**src/rtl/rom_port_arbiter.sv**
```systemverilog
`default_nettype none
// ============================================================================
// Module   : rom_port_arbiter
// Purpose  : Shares one registered-read program-ROM port between instruction
//            fetch (IF, with two-word burst) and data read (DR). The returned
//            words are routed back to the unit that asked for them.
// Options  : ROM_ARB_RR_EN - round-robin on contention (default: DR > IF)
// Revision : 1.0 - initial release
// ============================================================================
module rom_port_arbiter #(
   parameter int ADDR_W = 16,
   parameter int DATA_W = 16
) (
   input  logic              clk,
   input  logic              rst,
   input  logic              if_req,
   input  logic [ADDR_W-1:0] if_addr,
   input  logic              if_burst,
   output logic              if_gnt,
   output logic              if_rvalid,
   output logic [DATA_W-1:0] if_rdata,
   input  logic              dr_req,
   input  logic [ADDR_W-1:0] dr_addr,
   output logic              dr_gnt,
   output logic              dr_rvalid,
   output logic [DATA_W-1:0] dr_rdata,
   output logic [ADDR_W-1:0] rom_addr,
   input  logic [DATA_W-1:0] rom_data,
   output logic              busy
);

   typedef enum logic [0:0] {
      ST_IDLE  = 1'b0,
      ST_BURST = 1'b1
   } state_t;

   localparam logic c_own_if = 1'b0;
   localparam logic c_own_dr = 1'b1;

   state_t            r_state;
   state_t            w_state_nxt;
   logic [ADDR_W-1:0] r_rom_addr;
   logic [ADDR_W-1:0] r_burst_addr;
   logic              r_s1_v;
   logic              r_s1_own;
   logic              r_s2_v;
   logic              r_s2_own;
   logic              w_if_gnt;
   logic              w_dr_gnt;
   logic              w_dr_wins;

`ifdef ROM_ARB_RR_EN
   logic r_rr_ptr;

   // Under contention the requester that was not served last wins.
   assign w_dr_wins = (r_rr_ptr == c_own_if);

   always_ff @(posedge clk) begin
      if (!rst) begin
         r_rr_ptr <= c_own_if;
      end else if (w_dr_gnt) begin
         r_rr_ptr <= c_own_dr;
      end else if (w_if_gnt) begin
         r_rr_ptr <= c_own_if;
      end
   end
`else
   assign w_dr_wins = 1'b1;
`endif

   // Grants only in IDLE; the burst cycle owns the ROM port.
   always_comb begin
      w_if_gnt = 1'b0;
      w_dr_gnt = 1'b0;
      if (rst && (r_state == ST_IDLE)) begin
         if (dr_req && (!if_req || w_dr_wins)) begin
            w_dr_gnt = 1'b1;
         end else if (if_req) begin
            w_if_gnt = 1'b1;
         end
      end
   end

   always_comb begin
      w_state_nxt = r_state;
      case (r_state)
         ST_IDLE:  if (w_if_gnt && if_burst) w_state_nxt = ST_BURST;
         ST_BURST: w_state_nxt = ST_IDLE;
         default:  w_state_nxt = ST_IDLE;
      endcase
   end

   always_ff @(posedge clk) begin
      if (!rst) begin
         r_state <= ST_IDLE;
      end else begin
         r_state <= w_state_nxt;
      end
   end

   // Address register plus a two-stage owner tag that tracks the ROM latency.
   always_ff @(posedge clk) begin
      if (!rst) begin
         r_rom_addr   <= '0;
         r_burst_addr <= '0;
         r_s1_v       <= 1'b0;
         r_s1_own     <= c_own_if;
         r_s2_v       <= 1'b0;
         r_s2_own     <= c_own_if;
      end else begin
         r_s2_v   <= r_s1_v;
         r_s2_own <= r_s1_own;
         r_s1_v   <= 1'b0;
         if (r_state == ST_BURST) begin
            r_rom_addr <= r_burst_addr + ADDR_W'(1);
            r_s1_v     <= 1'b1;
            r_s1_own   <= c_own_if;
         end else if (w_dr_gnt) begin
            r_rom_addr <= dr_addr;
            r_s1_v     <= 1'b1;
            r_s1_own   <= c_own_dr;
         end else if (w_if_gnt) begin
            r_rom_addr   <= if_addr;
            r_burst_addr <= if_addr;
            r_s1_v       <= 1'b1;
            r_s1_own     <= c_own_if;
         end
      end
   end

   assign if_gnt    = w_if_gnt;
   assign dr_gnt    = w_dr_gnt;
   assign rom_addr  = r_rom_addr;
   assign if_rvalid = rst & r_s2_v & (r_s2_own == c_own_if);
   assign dr_rvalid = rst & r_s2_v & (r_s2_own == c_own_dr);
   assign if_rdata  = if_rvalid ? rom_data : '0;
   assign dr_rdata  = dr_rvalid ? rom_data : '0;
   assign busy      = r_s1_v | r_s2_v | (r_state == ST_BURST);

endmodule
`default_nettype wire

```
**config.mk**
```make
export PLATFORM = sky130hd
export DESIGN_NAME = rom_port_arbiter
export DESIGN_NICKNAME = d
export VERILOG_FILES = /design/src/rtl/rom_port_arbiter.sv
export SDC_FILE = /design/constraint.sdc
export NUM_CORES = 1
export LEC_CHECK = 0
export BUFFER_PORTS_ARGS = -buffer_cell sky130_fd_sc_hd__buf_2
export CORE_ASPECT_RATIO = 0.8
export CORE_MARGIN = 1
export CORE_UTILIZATION = 50
export DETAILED_ROUTE_END_ITERATION = 16
export PLACE_DENSITY_LB_ADDON = 0.12
export SLEW_MARGIN = 20
export SYNTH_ARGS = -nofsm -noshare
export SYNTH_HDL_FRONTEND = slang
export SYNTH_SLANG_ARGS = --single-unit
```
**constraint.sdc**
```tcl
create_clock -name clk -period 5.1 [get_ports clk]
set_input_delay 1.02 -clock clk [delete_from_list [all_inputs] [get_ports clk]]
set_output_delay 1.02 -clock clk [all_outputs]
set_load 0.005 [all_outputs]
```
==> results.rst <==
.. list-table::
   :header-rows: 1

   * - Metric
     - Value
   * - Remaining routing DRC violations
     - 0
   * - CTS clk-pin slew, worst paths
     - approximately 0.070 ns
   * - Starting Density
     - approximately half
   * - Total design power
     - 617 uW
   * - Largest fanout of any net on the critical path
     - 41
   * - CTS tree
     - built
   * - Number of filler instances in the final layout
     - around 380
   * - Area added between synthesis and finish
     - 26.9%
   * - Input/output buffers
     - ~110
   * - Netlist Area Pre-Place
     - between 0.002 and 0.0025 sq mm
   * - Arrival time of the worst setup path
     - roughly 2.5 ns
   * - Worst Skew
     - between 0.005 and 0.006 ns
   * - Area of the die
     - around 0.0046 sq mm
   * - Chip Height
     - about 61 microns
   * - Number of warnings reported in the yosys synthesis log
     - 0
   * - Mean number of vias per cell
     - approximately 5.0
   * - Average wire per standard cell
     - around 12 microns
   * - Post-synth top flop
     - sky130_fd_sc_hd__dfxtp_1
   * - Cells after Synth
     - between 200 and 300
   * - Seq/Total Area, Yosys
     - around a third
   * - CTS root buf
     - sky130_fd_sc_hd__clkbuf_8
   * - Wire length the detailed router placed on met1
     - ~2400 microns
   * - Crit. End Element
     - output pin
   * - CTS buffer count
     - 5
   * - Total via count after detailed routing
     - approximately 2100
   * - Initial antenna violation count
     - 0
   * - CP Data Required Time
     - between 4 and 5 ns
   * - Pin count of the biggest net entering global routing
     - 42
   * - ANT cells
     - 0
   * - Clk Latency, worst-skew pair
     - 0.29 ns
   * - Setup repair after global routing missed its margin
     - no
   * - Transition at the pin with the smallest max-transition slack
     - 0.730 ns
   * - First-pass GRT wire length
     - between 7000 and 8000 microns
   * - Hold buffer count at cts
     - 0
   * - Register bit count reported by yosys
     - 37
   * - Area of the core
     - roughly 0.0042 sq mm
   * - Rel. slew slack
     - between 50% and 60%
   * - Unique masters post-synth
     - 33
   * - Final wirelength
     - approximately 5100 microns
   * - NumNets Final
     - 411
   * - Post-CTS Repair Setup Buffers
     - 0
   * - Iter 0 DRT Violations
     - 130
   * - Critical path startpoint category
     - primary input
   * - Highest attainable clock frequency
     - approximately 280 MHz
   * - Post-cts repair resize count
     - 0
   * - Fraction of the cycle the final worst path needs
     - between 60 and 70%
   * - Number of global-route vias before repair
     - 1641
   * - Nets in the synthesized netlist
     - roughly 320
   * - Final ANT Viol Nets
     - 0
   * - Fraction of layout cells with a size suffix above 1
     - 38.8%
   * - Worst ir drop on vdd
     - around 0.00021 V
   * - Top area cells in the synthesized netlist
     - sky130_fd_sc_hd__dfxtp_1 (34%), sky130_fd_sc_hd__and2_1 (10%), sky130_fd_sc_hd__mux2_2 (8.8%)
   * - Share of the synthesized area in the top cell type
     - about 34%
   * - FP Rows
     - 21
   * - Total I/O pin count
     - about 110
   * - Endpoints failing hold
     - 0
   * - CTS H-tree depth
     - 2
   * - Share of synthesized registers carrying an async set or reset
     - 0%
   * - Number of flops mapped to enable cells by yosys
     - 0
   * - Maximum capacitance violations
     - 0
   * - Setup Viol. Count Final
     - 0
   * - GRT Residual Overflow
     - 0
   * - Static leakage power
     - 1.28 nW
   * - Highest signal layer in the routed design
     - met4
   * - Half-perimeter wire length after placement
     - about 3700 microns
   * - Final core utilization
     - roughly two thirds
   * - Routed wire length on met3
     - about 330 microns
   * - GRT Util Overall
     - around 23%
   * - Summed negative setup slack over all endpoints
     - 0 ns
   * - Maximum number of buffers from clock root to sink
     - 2
   * - Critical Setup Path Class
     - primary input to output pin
   * - Mean instance size in the synthesized netlist
     - between 8 and 9 sq um
   * - Sequential standard cell area
     - 742 sq um
   * - Largest area contributor in the netlist
     - sky130_fd_sc_hd__dfxtp_1
   * - Detailed-routed wire length on met2
     - ~2300 microns
   * - Final weighted congestion of routability-driven global placement
     - slightly below 0.8
   * - Number of slew-limit violations in the final report
     - 0
   * - # clock sinks
     - 37
   * - Die outline width
     - 75.6 microns
   * - Result of the run
     - finished clean
   * - Class of the most critical hold timing path
     - flip-flop to flip-flop
   * - Post-layout min period
     - about 3.5 ns
   * - Power Dens Cells
     - ~220 mW/mm^2
   * - Multi-input logic area
     - between 0.001 and 0.0015 sq mm
   * - Drt first pass iters
     - 4
[where the power goes]
group	internal (mW)	switching, mW	leakage (nW)
combinational	0.0548	0.0463	0.936
sequential	0.305	0.0121	0.305
clock	0.0971	0.102	0.0395
[state kept, by name, indices dropped and copies added (netlist names)]
signal,count
r_burst_addr,16
r_s1_own,1
rom_addr,16
r_s1_v,1
r_state,1
r_s2_own,1
r_s2_v,1
[cell usage after synthesis (2+ instances only)]
library cell,instances
sky130_fd_sc_hd__nand2_1,48
sky130_fd_sc_hd__dfxtp_1,37
sky130_fd_sc_hd__and2_1,35
sky130_fd_sc_hd__o21ai_0,22
sky130_fd_sc_hd__mux2_2,17
sky130_fd_sc_hd__a21oi_1,12
sky130_fd_sc_hd__clkbuf_1,11
sky130_fd_sc_hd__xnor2_1,10
sky130_fd_sc_hd__a21boi_0,8
sky130_fd_sc_hd__a21boi_2,8
sky130_fd_sc_hd__mux2i_1,7
sky130_fd_sc_hd__nand3_1,7
sky130_fd_sc_hd__nor3_1,5
sky130_fd_sc_hd__buf_2,4
sky130_fd_sc_hd__nand4_1,4
sky130_fd_sc_hd__xor2_1,4
sky130_fd_sc_hd__inv_1,3
sky130_fd_sc_hd__nor2_1,3
sky130_fd_sc_hd__nor4_1,3
sky130_fd_sc_hd__o211a_1,2
[per-stage QoR]
step / std cells / hold WS (ns) / worst slack [ns] / area, sq um
6_report: 415 / 0.466 / 1.58 / 2750
3_5_place_dp: 407 / 0.442 / 1.56 / 2670
5_1_grt: 415 / 0.491 / 1.35 / 2750
4_1_cts: 415 / 0.458 / 1.55 / 2750
3_3_place_gp: 407 / 0.440 / 1.59 / 2670
2_1_floorplan: 263 / 0.426 / 2.09 / 2170
[final timing paths]
path / endpoint / depth (start not counted) / slack, ns / from
setup reg to reg: r_burst_addr[7] / 4 / 3.37 / r_state
hold / removal: r_s2_v / 1 / 0.47 / r_s1_v
hold reg to reg: r_s2_v / 1 / 0.47 / r_s1_v
setup / recovery: if_rdata[14] / 5 / 1.58 / rst
[cell type report]
cell class                 instances  area share, %
sequential                        37           27.0
tap                               57           2.59
timing repair buffer             105           19.1
inverter                           5          0.864
multi-input combinational        203           47.6
clock buffer                       8           2.91
[layer usage]
layer	track usage, %	vias up
li1	-	1084
met4	7.67	0
met2	35.6	76
met3	4.15	7
met5	0	-
met1	31.4	925
[kinds of logic (layout without fill, tap and decap cells)]
family,Yosys count,after routing,synth area share [%]
muxes,24,24,12.1
and+or+nand+nor,112,112,26.4
buffers and inverters,23,118,5.48
adders and majority gates,1,1,0.577
AOI/OAI and AO/OA,52,52,15.7
xor gates and xnor gates,14,14,5.65
DFF,37,37,34.2
[worst max-delay path, stage by stage]
cell,delay (ns)
sky130_fd_sc_hd__buf_2,0.46
sky130_fd_sc_hd__nand2_1,0.09
sky130_fd_sc_hd__nor2_1,0.58
sky130_fd_sc_hd__and2_1,0.22
sky130_fd_sc_hd__buf_2,0.11
[placed cells by master (no fill, tap or decap)]
master,instances
sky130_fd_sc_hd__and3b_1,1
sky130_fd_sc_hd__ha_1,1
sky130_fd_sc_hd__dfxtp_2,1
sky130_fd_sc_hd__mux2i_1,7
sky130_fd_sc_hd__inv_1,3
sky130_fd_sc_hd__o21ai_0,22
sky130_fd_sc_hd__nand2_1,48
sky130_fd_sc_hd__inv_2,1
sky130_fd_sc_hd__mux2_2,17
sky130_fd_sc_hd__buf_2,105
sky130_fd_sc_hd__and4_1,1
sky130_fd_sc_hd__and3_1,1
sky130_fd_sc_hd__nand4_1,4
sky130_fd_sc_hd__xnor2_1,10
sky130_fd_sc_hd__a21oi_1,12
sky130_fd_sc_hd__dfxtp_1,36
sky130_fd_sc_hd__clkbuf_8,5
sky130_fd_sc_hd__nand2b_1,1
sky130_fd_sc_hd__or3_1,1
sky130_fd_sc_hd__nand3_1,7
sky130_fd_sc_hd__and2_1,35
sky130_fd_sc_hd__nor3_1,5
sky130_fd_sc_hd__nor3b_1,1
sky130_fd_sc_hd__a21boi_2,8
sky130_fd_sc_hd__o211a_1,2
sky130_fd_sc_hd__nor4_1,3
sky130_fd_sc_hd__nor2_1,3
sky130_fd_sc_hd__a21boi_0,8
sky130_fd_sc_hd__xor2_1,4
sky130_fd_sc_hd__or4b_4,1
sky130_fd_sc_hd__clkinv_4,1
sky130_fd_sc_hd__clkbuf_1,3
Power figures use the tool's default switching activity.
